==> src/rtl/sdram_wb_bridge.sv <==
// Wishbone slave to SDRAM ping-pong FIFO bridge: writes fill write-ppfifo halves, reads drain read-ppfifo blocks.
// Optional FIFO-wait timeout is enabled by defining SDRAM_WB_BRIDGE_TIMEOUT_EN.
module sdram_wb_bridge #(
  parameter int unsigned TIMEOUT_CYCLES = 65535
) (
  input  logic        clk,
  input  logic        rst,
  input  logic        i_wbs_cyc,
  input  logic        i_wbs_stb,
  input  logic        i_wbs_we,
  input  logic [3:0]  i_wbs_sel,
  input  logic [31:0] i_wbs_adr,
  input  logic [31:0] i_wbs_dat,
  output logic [31:0] o_wbs_dat,
  output logic        o_wbs_ack,
  input  logic        sdram_ready,
  output logic        sdram_write_enable,
  output logic        sdram_read_enable,
  output logic [21:0] app_address,
  input  logic [1:0]  if_write_ready,
  input  logic [23:0] if_write_fifo_size,
  output logic [1:0]  if_write_activate,
  output logic        if_write_strobe,
  output logic [31:0] if_write_data,
  output logic [3:0]  if_write_mask,
  input  logic        of_read_ready,
  input  logic [23:0] of_read_count,
  input  logic [31:0] of_read_data,
  output logic        of_read_activate,
  output logic        of_read_strobe
);

  // state | meaning
  // IDLE  | waiting for a Wishbone request while the SDRAM is ready
  // WRITE | write burst: own a write half, push one word per acked stb
  // READ  | read burst: own a read block, pop one word per acked stb
  // FLUSH | cycle dropped: all FIFOs released, enables low for one cycle
  typedef enum logic [1:0] {ST_IDLE, ST_WRITE, ST_READ, ST_FLUSH} state_t;

  state_t      state_q, state_d;
  logic [21:0] addr_q, addr_d;
  logic        ack_q, ack_d;
  logic [31:0] dat_q, dat_d;
  logic [1:0]  wr_act_q, wr_act_d;
  logic        wr_stb_q, wr_stb_d;
  logic [31:0] wr_data_q, wr_data_d;
  logic [3:0]  wr_mask_q, wr_mask_d;
  logic        rd_act_q, rd_act_d;
  logic        rd_stb_q, rd_stb_d;
  logic [23:0] cnt_q, cnt_d;
  logic [23:0] rd_len_q, rd_len_d;
  logic        req;

  logic unused_adr_hi;
  assign unused_adr_hi = ^i_wbs_adr[31:22];

`ifdef SDRAM_WB_BRIDGE_TIMEOUT_EN
  logic [31:0] wait_q, wait_d;
  logic        starved;
`else
  logic [31:0] unused_timeout;
  assign unused_timeout = TIMEOUT_CYCLES;
`endif

  // A registered ack is still visible while stb is held; it must not start a second transfer.
  assign req = i_wbs_cyc && i_wbs_stb && !ack_q;

  always_comb begin
    state_d   = state_q;
    addr_d    = addr_q;
    ack_d     = 1'b0;
    dat_d     = dat_q;
    wr_act_d  = wr_act_q;
    wr_stb_d  = 1'b0;
    wr_data_d = wr_data_q;
    wr_mask_d = wr_mask_q;
    rd_act_d  = rd_act_q;
    rd_stb_d  = 1'b0;
    cnt_d     = cnt_q;
    rd_len_d  = rd_len_q;
    unique case (state_q)
      ST_IDLE: begin
        if (sdram_ready && i_wbs_cyc && i_wbs_stb) begin
          addr_d  = i_wbs_adr[21:0];
          state_d = i_wbs_we ? ST_WRITE : ST_READ;
        end
      end
      ST_WRITE: begin
        if (!i_wbs_cyc) begin
          state_d  = ST_FLUSH;
          wr_act_d = 2'b00;
        end else if (wr_act_q == 2'b00) begin
          if (if_write_ready != 2'b00) begin
            wr_act_d = if_write_ready[0] ? 2'b01 : 2'b10;
            cnt_d    = '0;
          end
        end else if (cnt_q >= if_write_fifo_size) begin
          wr_act_d = 2'b00;
        end else if (req) begin
          wr_stb_d  = 1'b1;
          ack_d     = 1'b1;
          wr_data_d = i_wbs_dat;
          wr_mask_d = ~i_wbs_sel;
          cnt_d     = cnt_q + 24'd1;
        end
      end
      ST_READ: begin
        if (!i_wbs_cyc) begin
          state_d  = ST_FLUSH;
          rd_act_d = 1'b0;
        end else if (!rd_act_q) begin
          if (of_read_ready) begin
            rd_act_d = 1'b1;
            rd_len_d = of_read_count;
            cnt_d    = '0;
          end
        end else if (cnt_q >= rd_len_q) begin
          rd_act_d = 1'b0;
        end else if (req) begin
          dat_d    = of_read_data;
          ack_d    = 1'b1;
          rd_stb_d = 1'b1;
          cnt_d    = cnt_q + 24'd1;
        end
      end
      ST_FLUSH: begin
        wr_act_d = 2'b00;
        rd_act_d = 1'b0;
        state_d  = ST_IDLE;
      end
    endcase
`ifdef SDRAM_WB_BRIDGE_TIMEOUT_EN
    wait_d  = '0;
    starved = i_wbs_cyc &&
              (((state_q == ST_WRITE) && (wr_act_q == 2'b00) && (if_write_ready == 2'b00)) ||
               ((state_q == ST_READ) && !rd_act_q && !of_read_ready));
    if (starved && req) begin
      if (wait_q >= 32'(TIMEOUT_CYCLES - 1)) begin
        ack_d = 1'b1;
        if (state_q == ST_READ) dat_d = 32'hDEADBEEF;
      end else begin
        wait_d = wait_q + 32'd1;
      end
    end
`endif
  end

  always_ff @(posedge clk) begin
    if (rst) begin
      state_q   <= ST_IDLE;
      addr_q    <= '0;
      ack_q     <= 1'b0;
      dat_q     <= '0;
      wr_act_q  <= 2'b00;
      wr_stb_q  <= 1'b0;
      wr_data_q <= '0;
      wr_mask_q <= '0;
      rd_act_q  <= 1'b0;
      rd_stb_q  <= 1'b0;
      cnt_q     <= '0;
      rd_len_q  <= '0;
`ifdef SDRAM_WB_BRIDGE_TIMEOUT_EN
      wait_q    <= '0;
`endif
    end else begin
      state_q   <= state_d;
      addr_q    <= addr_d;
      ack_q     <= ack_d;
      dat_q     <= dat_d;
      wr_act_q  <= wr_act_d;
      wr_stb_q  <= wr_stb_d;
      wr_data_q <= wr_data_d;
      wr_mask_q <= wr_mask_d;
      rd_act_q  <= rd_act_d;
      rd_stb_q  <= rd_stb_d;
      cnt_q     <= cnt_d;
      rd_len_q  <= rd_len_d;
`ifdef SDRAM_WB_BRIDGE_TIMEOUT_EN
      wait_q    <= wait_d;
`endif
    end
  end

  assign o_wbs_ack          = ack_q;
  assign o_wbs_dat          = dat_q;
  assign app_address        = addr_q;
  assign sdram_write_enable = (state_q == ST_WRITE);
  assign sdram_read_enable  = (state_q == ST_READ);
  assign if_write_activate  = wr_act_q;
  assign if_write_strobe    = wr_stb_q;
  assign if_write_data      = wr_data_q;
  assign if_write_mask      = wr_mask_q;
  assign of_read_activate   = rd_act_q;
  assign of_read_strobe     = rd_stb_q;

endmodule

==> config.mk <==
export PLATFORM = sky130hd
export DESIGN_NAME = sdram_wb_bridge
export DESIGN_NICKNAME = d
export VERILOG_FILES = /design/src/rtl/sdram_wb_bridge.sv
export SDC_FILE = /design/constraint.sdc
export NUM_CORES = 1
export LEC_CHECK = 0
export ABC_AREA = 1
export CORE_MARGIN = 1.5
export CORE_UTILIZATION = 50
export DETAILED_ROUTE_END_ITERATION = 16
export GPL_TIMING_DRIVEN = 0
export PLACE_DENSITY_LB_ADDON = 0.1
export SETUP_SLACK_MARGIN = 0.02
export SYNTH_ARGS = -nofsm -noshare
export SYNTH_HDL_FRONTEND = slang
export SYNTH_SLANG_ARGS = --single-unit
export TNS_END_PERCENT = 30
==> constraint.sdc <==
create_clock -name clk -period 4.59 [get_ports clk]
set_input_delay 0.6885 -clock clk [delete_from_list [all_inputs] [get_ports clk]]
set_output_delay 0.6885 -clock clk [all_outputs]
set_load 0.01 [all_outputs]
==> impl_metrics.toml, run 1 <==
[power]
p_leak_nw = 4.46
p_sw_w = 0.00160
combPwrFrac_pct = 34.1
ir_drop_v = 0.000295
p_seq_share_pct = 35.9
internal_power_w = 0.00282
power.clock.fraction_pct = 30.0
powerDensity_nw_per_um2 = 415
swShare_pct = 36.1

[setup_path]
startpoint_type = "primary input"
path_max_fanout = 10
cpMaxStageDelayCell = "clkdlybuf4s50_1"
slowest_delay_ns = 0.46
end_kind = "flip-flop"
criticalPathCategory = "primary input to flip-flop"
cp_top_family = "simple AND/OR/NAND/NOR gates"
worstPathCellList = "clkdlybuf4s50_1 > inv_1 > ha_1 > nand2_1 > nor2_1 > nand2_1 > nor3_1 > nand2_1 > nand4_1 > clkbuf_1 > o21ai_0 > a21oi_1"
required_ns = 4.95
cp.arrival_ns = 3.29
crit_path_frequent_cell = "nand2_1"
path_buf_inv = 3

[flow_run]
maxCapViolations = 0

[cts]
clk_path_buf_depth = 2
cts_resized = 0
cts_buffers = 17
h-tree-depth = 4
holdBufCountCts = 0
clock-sinks = 146
cts_setup_buffers = 0
clk_pin_slew_ns = 0.07
root_buffer = "clkbuf_16"
cts_tree = "yes"
insertion_delay_ns = 0.42

[route]
drc = 0
firstDrtPassIters = 5
wirelength_mm = 22.0
drtIter0Drc = 457
via_per_inst = 5.03
routedWlPerCell_um = 14.6
ant_nets = 0
routed-via-count = 7569

[placement]
dp.cells = 1472
place_area_um2 = 10100
hpwl_mm = 16.7
globalplace.congestion = 0.912
io_buffers = 242

[timing]
worst_slew_pin_slew_ns = 0.679
fmax_mhz = 341
slew_headroom_pct = 54.8
layout_min_cycle_time_ns = 2.93
finalCritPeriodShare_pct = 63.9
whs_ns = 0.443
tns_ns = 0
final-setup-viol-count = 0
rsz0062_at_grt = "no"
fin_skew_ns = 0.00876
slew_viol_final = 0
hold_violations = 0

[floorplan]
die_height_um = 125
dieArea_um2 = 15600
die_x_um = 125
fp-row-count = 44
initial_utilization_pct = 51.2
io_pins = 255
fp.coreArea_um2 = 14500

[synthesis]
ys_seq_area_share_pct = 39.3
synth_top_area_share_pct = 39.3
synthTopCellsByArea = "dfxtp_1, ha_1, inv_1"
synth-edff-count = 0
syn_inst = 1046
ys_warn_count = 0
async_flop_share_pct = 0
netlist_area_um2 = 7440
ys_seq_elements = 146
syn_avg_cell_area_um2 = 7.11
synth_top_cell_by_area = "dfxtp_1"
synth.distinct_cells = 39
syn_nets = 1257
synthFlopType = "dfxtp_1"

[global_route]
grt_antenna_before_repair = 0
track_usage_pct = 27.9
grt_max_degree = 17
grt_overflow = 0
grt_pass1_wl_mm = 34.9
grt_pass1_vias = 7143

[cells_and_area]
drive_gt1_share_pct = 5.83
fin_area_um2 = 10600
final_cells = 1504
nFillCells = 1202
nets = 1518
syn2layout_area_growth_pct = 43.2
n_antenna_cell = 0

[min_path]
hold_path.class = "flip-flop to flip-flop"

[status]
status = "finished clean"
## layout by cell type (no fill, tap or decap), drive strengths merged
cell type and count:
clkdlybuf4s50 242, inv 173, nand2 149, dfxtp 146, nor2 136, a21oi 120
o21ai 120, ha 54, nand3 51, clkbuf 46, buf 21, nand4 13
nor3 13, or2 8, clkinvlp 4, clkinv 4, o21a 3, nor4 3
xor2 3, a21o 2, a221oi 2, o21bai 2, o22ai 1, o211ai 1
a31oi 1, and3 1, bufinv 1
## cell type report
cell class                      count  area, µm²  share of cell area [%]
Buffer                             48        238                    2.23
Tap cell                          184        230                    2.16
Clock buffer                       19        433                    4.07
Multi-Input combinational cell    683       3640                    34.2
Sequential cell                   146       2920                    27.5
Clock inverter                     13        126                    1.19
Inverter                          169        634                    5.96
Timing Repair Buffer              242       2420                    22.7
## state kept, by name, summed over array words and instances (netlist names)
signal	flops
o_wbs_dat	32
if_write_strobe	1
app_address	22
o_wbs_ack	1
if_write_mask	4
of_read_activate	1
if_write_data	32
state_q	2
if_write_activate	2
of_read_strobe	1
cnt_q	24
rd_len_q	24
## logic make-up after synthesis
kind of cell               count (synthesis)  share of synthesized area, %
buffers and inverters                    217                          11.7
xor gates and xnor gates                   3                         0.353
DFF                                      146                          39.3
adders and majority gates                 54                          9.09
and+or+nand+nor                          374                          22.0
AOI/OAI and AO/OA                        252                          17.6
## synth_stat cells, types with 5 or more instances
master and number:
o21ai_0 118, nor3_1 8, nand3_1 49, nand2_1 145, ha_1 54, buf_2 13
nand4_1 12, buf_4 5, inv_1 164, clkbuf_1 27, nor2_1 132, a21oi_1 118
dfxtp_1 146
## routing by layer
layer,up-vias,global-route usage [%],share of wire [%]
li1,3883,-,-
met1,3394,33.1,41
met2,244,46.9,47
met3,48,8.47,7.9
met4,0,11.8,3.2
met5,-,0,0
## power groups by stage
stage	Sequential, W	Combinational [W]	Clock (W)
2_1_floorplan	0.00158	0.000983	0
3_3_place_gp	0.00161	0.00145	0
6_report	0.00159	0.00151	0.00133
4_1_cts	0.00158	0.00150	0.00134
5_1_grt	0.00161	0.00172	0.00139
3_5_place_dp	0.00161	0.00149	0
## final timing paths
check	start	to	slack, ns	depth (start not counted)
worst max-delay path	if_write_fifo_size[23]	if_write_data[8]	1.66	12
worst min-delay path	o_wbs_dat[3]	o_wbs_dat[3]	0.44	2
worst max register to register	cnt_q[23]	if_write_data[8]	2.00	10
worst min register to register	o_wbs_dat[3]	o_wbs_dat[3]	0.44	2
## tightest hold or removal path, stage by stage (launching register included)
cell and delay (ns):
dfxtp_1 0.31, inv_1 0.04, a21oi_1 0.05
## through the flow
| step | power (W) | utilization [%] | setup slack [ns] |
|---|---|---|---|
| 2_1_floorplan | 0.00256 | - | 2.43 |
| 3_3_place_gp | 0.00306 | 69.4 | 1.28 |
| 3_5_place_dp | 0.00310 | 69.4 | 1.32 |
| 4_1_cts | 0.00443 | 73.3 | 1.74 |
| 5_1_grt | 0.00472 | 73.3 | 1.48 |
| 6_report | 0.00442 | 73.3 | 1.66 |
(Power assumes the default switching activity.)
==> inputs of run 2 (changes only) <==
--- a/config.mk
+++ b/config.mk
@@ -7,7 +7,7 @@
 export LEC_CHECK = 0
 export ABC_AREA = 1
 export CORE_MARGIN = 1.5
-export CORE_UTILIZATION = 50
+export CORE_UTILIZATION = 42
 export DETAILED_ROUTE_END_ITERATION = 16
 export GPL_TIMING_DRIVEN = 0
 export PLACE_DENSITY_LB_ADDON = 0.1
==> constraint.sdc (replaced) <==
create_clock -name clk -period 2.6 [get_ports clk]
set_input_delay 0.39 -clock clk [delete_from_list [all_inputs] [get_ports clk]]
set_output_delay 0.39 -clock clk [all_outputs]
set_load 0.01 [all_outputs]
==> impl_metrics.toml, run 2 (synthesized netlist as in run 1, its figures left out) <==
[setup_path]
cp_top_family = "simple AND/OR/NAND/NOR gates"
slowest_delay_ns = 0.46
cp.depth = 13
crit_path_frequent_cell = "nand2_1"
reg2reg_depth = 15
r2r_start = "cnt_q[14]"
end_kind = "flip-flop"
path_buf_inv = 4
path_max_fanout = 10
cp.arrival_ns = 2.75
cpMaxStageDelayCell = "clkdlybuf4s50_1"
r2r_end = "cnt_q[11]"
criticalPathCategory = "primary input to flip-flop"
required_ns = 2.95
startpoint_type = "primary input"
r2r_slack_ns = 0.25
worstPathCellList = "clkdlybuf4s50_1 > inv_1 > ha_1 > nand2_1 > nor2_1 > nand2_1 > nor3_2 > nand2_1 > nand4_1 > buf_4 > buf_4 > o21ai_0 > a21oi_1"

[route]
drtIter0Drc = 371
drc = 0
firstDrtPassIters = 5
via_per_inst = 4.85
ant_nets = 0
wirelength_mm = 23.0
routed-via-count = 7495
routedWlPerCell_um = 14.9

[power]
p_leak_nw = 4.46
powerDensity_nw_per_um2 = 733
ir_drop_v = 0.000490

[global_route]
grt_max_degree = 17
grt_pass1_vias = 7079
track_usage_pct = 25.1
grt_overflow = 0
grt_pass1_wl_mm = 36.0
grt_antenna_before_repair = 0

[floorplan]
initial_utilization_pct = 43.0
io_pins = 255
dieArea_um2 = 18500
fp-row-count = 48
die_height_um = 136
fp.coreArea_um2 = 17300
die_x_um = 136

[timing]
slew_headroom_pct = 60.5
slew_viol_final = 0
layout_min_cycle_time_ns = 2.40
whs_ns = 0.383
fin_skew_ns = 0.00691
fmax_mhz = 416
final-setup-viol-count = 0
hold_violations = 0
worst_slack_ns = 0.197
rsz0062_at_grt = "no"
worst_slew_pin_slew_ns = 0.593
finalCritPeriodShare_pct = 92.4

[min_path]
hold_path.class = "primary input to flip-flop"
hold_path_end = "of_read_activate"
holdPathStages = 4
min_from = "i_wbs_cyc"

[placement]
dpl_worst_slack_ns = -0.347
hpwl_mm = 17.6
io_buffers = 242
globalplace.congestion = 0.881
dp.cells = 1513
place_area_um2 = 10100

[cells_and_area]
postLayoutCoreUtil_pct = 61.9
final_common_cell = "clkdlybuf4s50_1"
syn2layout_area_growth_pct = 44.0
final_cell_mix = "clkdlybuf4s50_1, inv_1, nand2_1, dfxtp_1, nor2_1"
final_cells = 1545
fin_area_um2 = 10700
nets = 1518
n_antenna_cell = 0
drive_gt1_share_pct = 6.29

[cts]
clock-sinks = 146
root_buffer = "clkbuf_16"
cts_buffers = 17
holdBufCountCts = 0
clk_pin_slew_ns = 0.06
clk_path_buf_depth = 2
h-tree-depth = 4
insertion_delay_ns = 0.43
cts_tree = "yes"

[flow_run]
maxCapViolations = 0

[status]
status = "finished clean"
run 2: cell count changes in the layout (fill, tap and decap cells not counted), sizes merged:
cell and change:
clkinvlp -1, clkinv +2, inv -1
run 2: per-layer routing:
layer	global-route usage (%)	up-vias	share of wire (%)
met4	8.10	0	2.1
met1	30.4	3362	42
met5	0	-	0
met2	41.4	220	48
met3	9.28	33	8.0
li1	-	3880	-
run 2: final cells by class:
| class | count | area (µm²) |
|---|---|---|
| clock inverters | 13 | 126 |
| flip-flops and latches | 146 | 2930 |
| clock buffers | 19 | 433 |
| well taps | 225 | 282 |
| inverters | 169 | 634 |
| repair buffers | 242 | 2420 |
| plain buffers | 48 | 239 |
| multi-input cells | 683 | 3650 |
| fillers | 1615 | 6590 |
run 2: power by group:
group	internal [W]	total, W	switching [W]	leakage, nW
sequential	0.00250	0.00281	0.000309	1.18
clock	0.00133	0.00236	0.00103	0.266
combinational	0.00116	0.00268	0.00152	3.01
run 2: how the worst max path moves through the flow:
stage | start | endpoint | slack, ns
2_1_floorplan | if_write_fifo_size[21] | if_write_data[29] | 0.73
3_3_place_gp | if_write_fifo_size[23] | if_write_data[3] | -0.30
3_5_place_dp | if_write_fifo_size[23] | if_write_data[3] | -0.35
4_1_cts | if_write_fifo_size[23] | if_write_data[29] | 0.07
5_1_grt | if_write_fifo_size[23] | cnt_q[11] | 0.02
6_report | if_write_fifo_size[23] | if_write_data[29] | 0.20
run 2: stage by stage:
stage / TNS (ns) / total power, W
6_report: 0 / 0.00785
5_1_grt: 0 / 0.00844
4_1_cts: 0 / 0.00789
3_5_place_dp: -16.25 / 0.00551
3_3_place_gp: -13.16 / 0.00546
2_1_floorplan: 0 / 0.00452
run 2: repair_timing:
| item | 4_1_cts | 5_1_grt |
|---|---|---|
| resized for setup | 0 | 7 |
| setup endpoints to repair | 0 | 49 |
| buffers inserted | 0 | 0 |
run 2: tightest hold or removal path: stages:
cell and delay (ns):
buf_6 0.12, nand2_1 0.07, nand2_1 0.06, and3_1 0.13
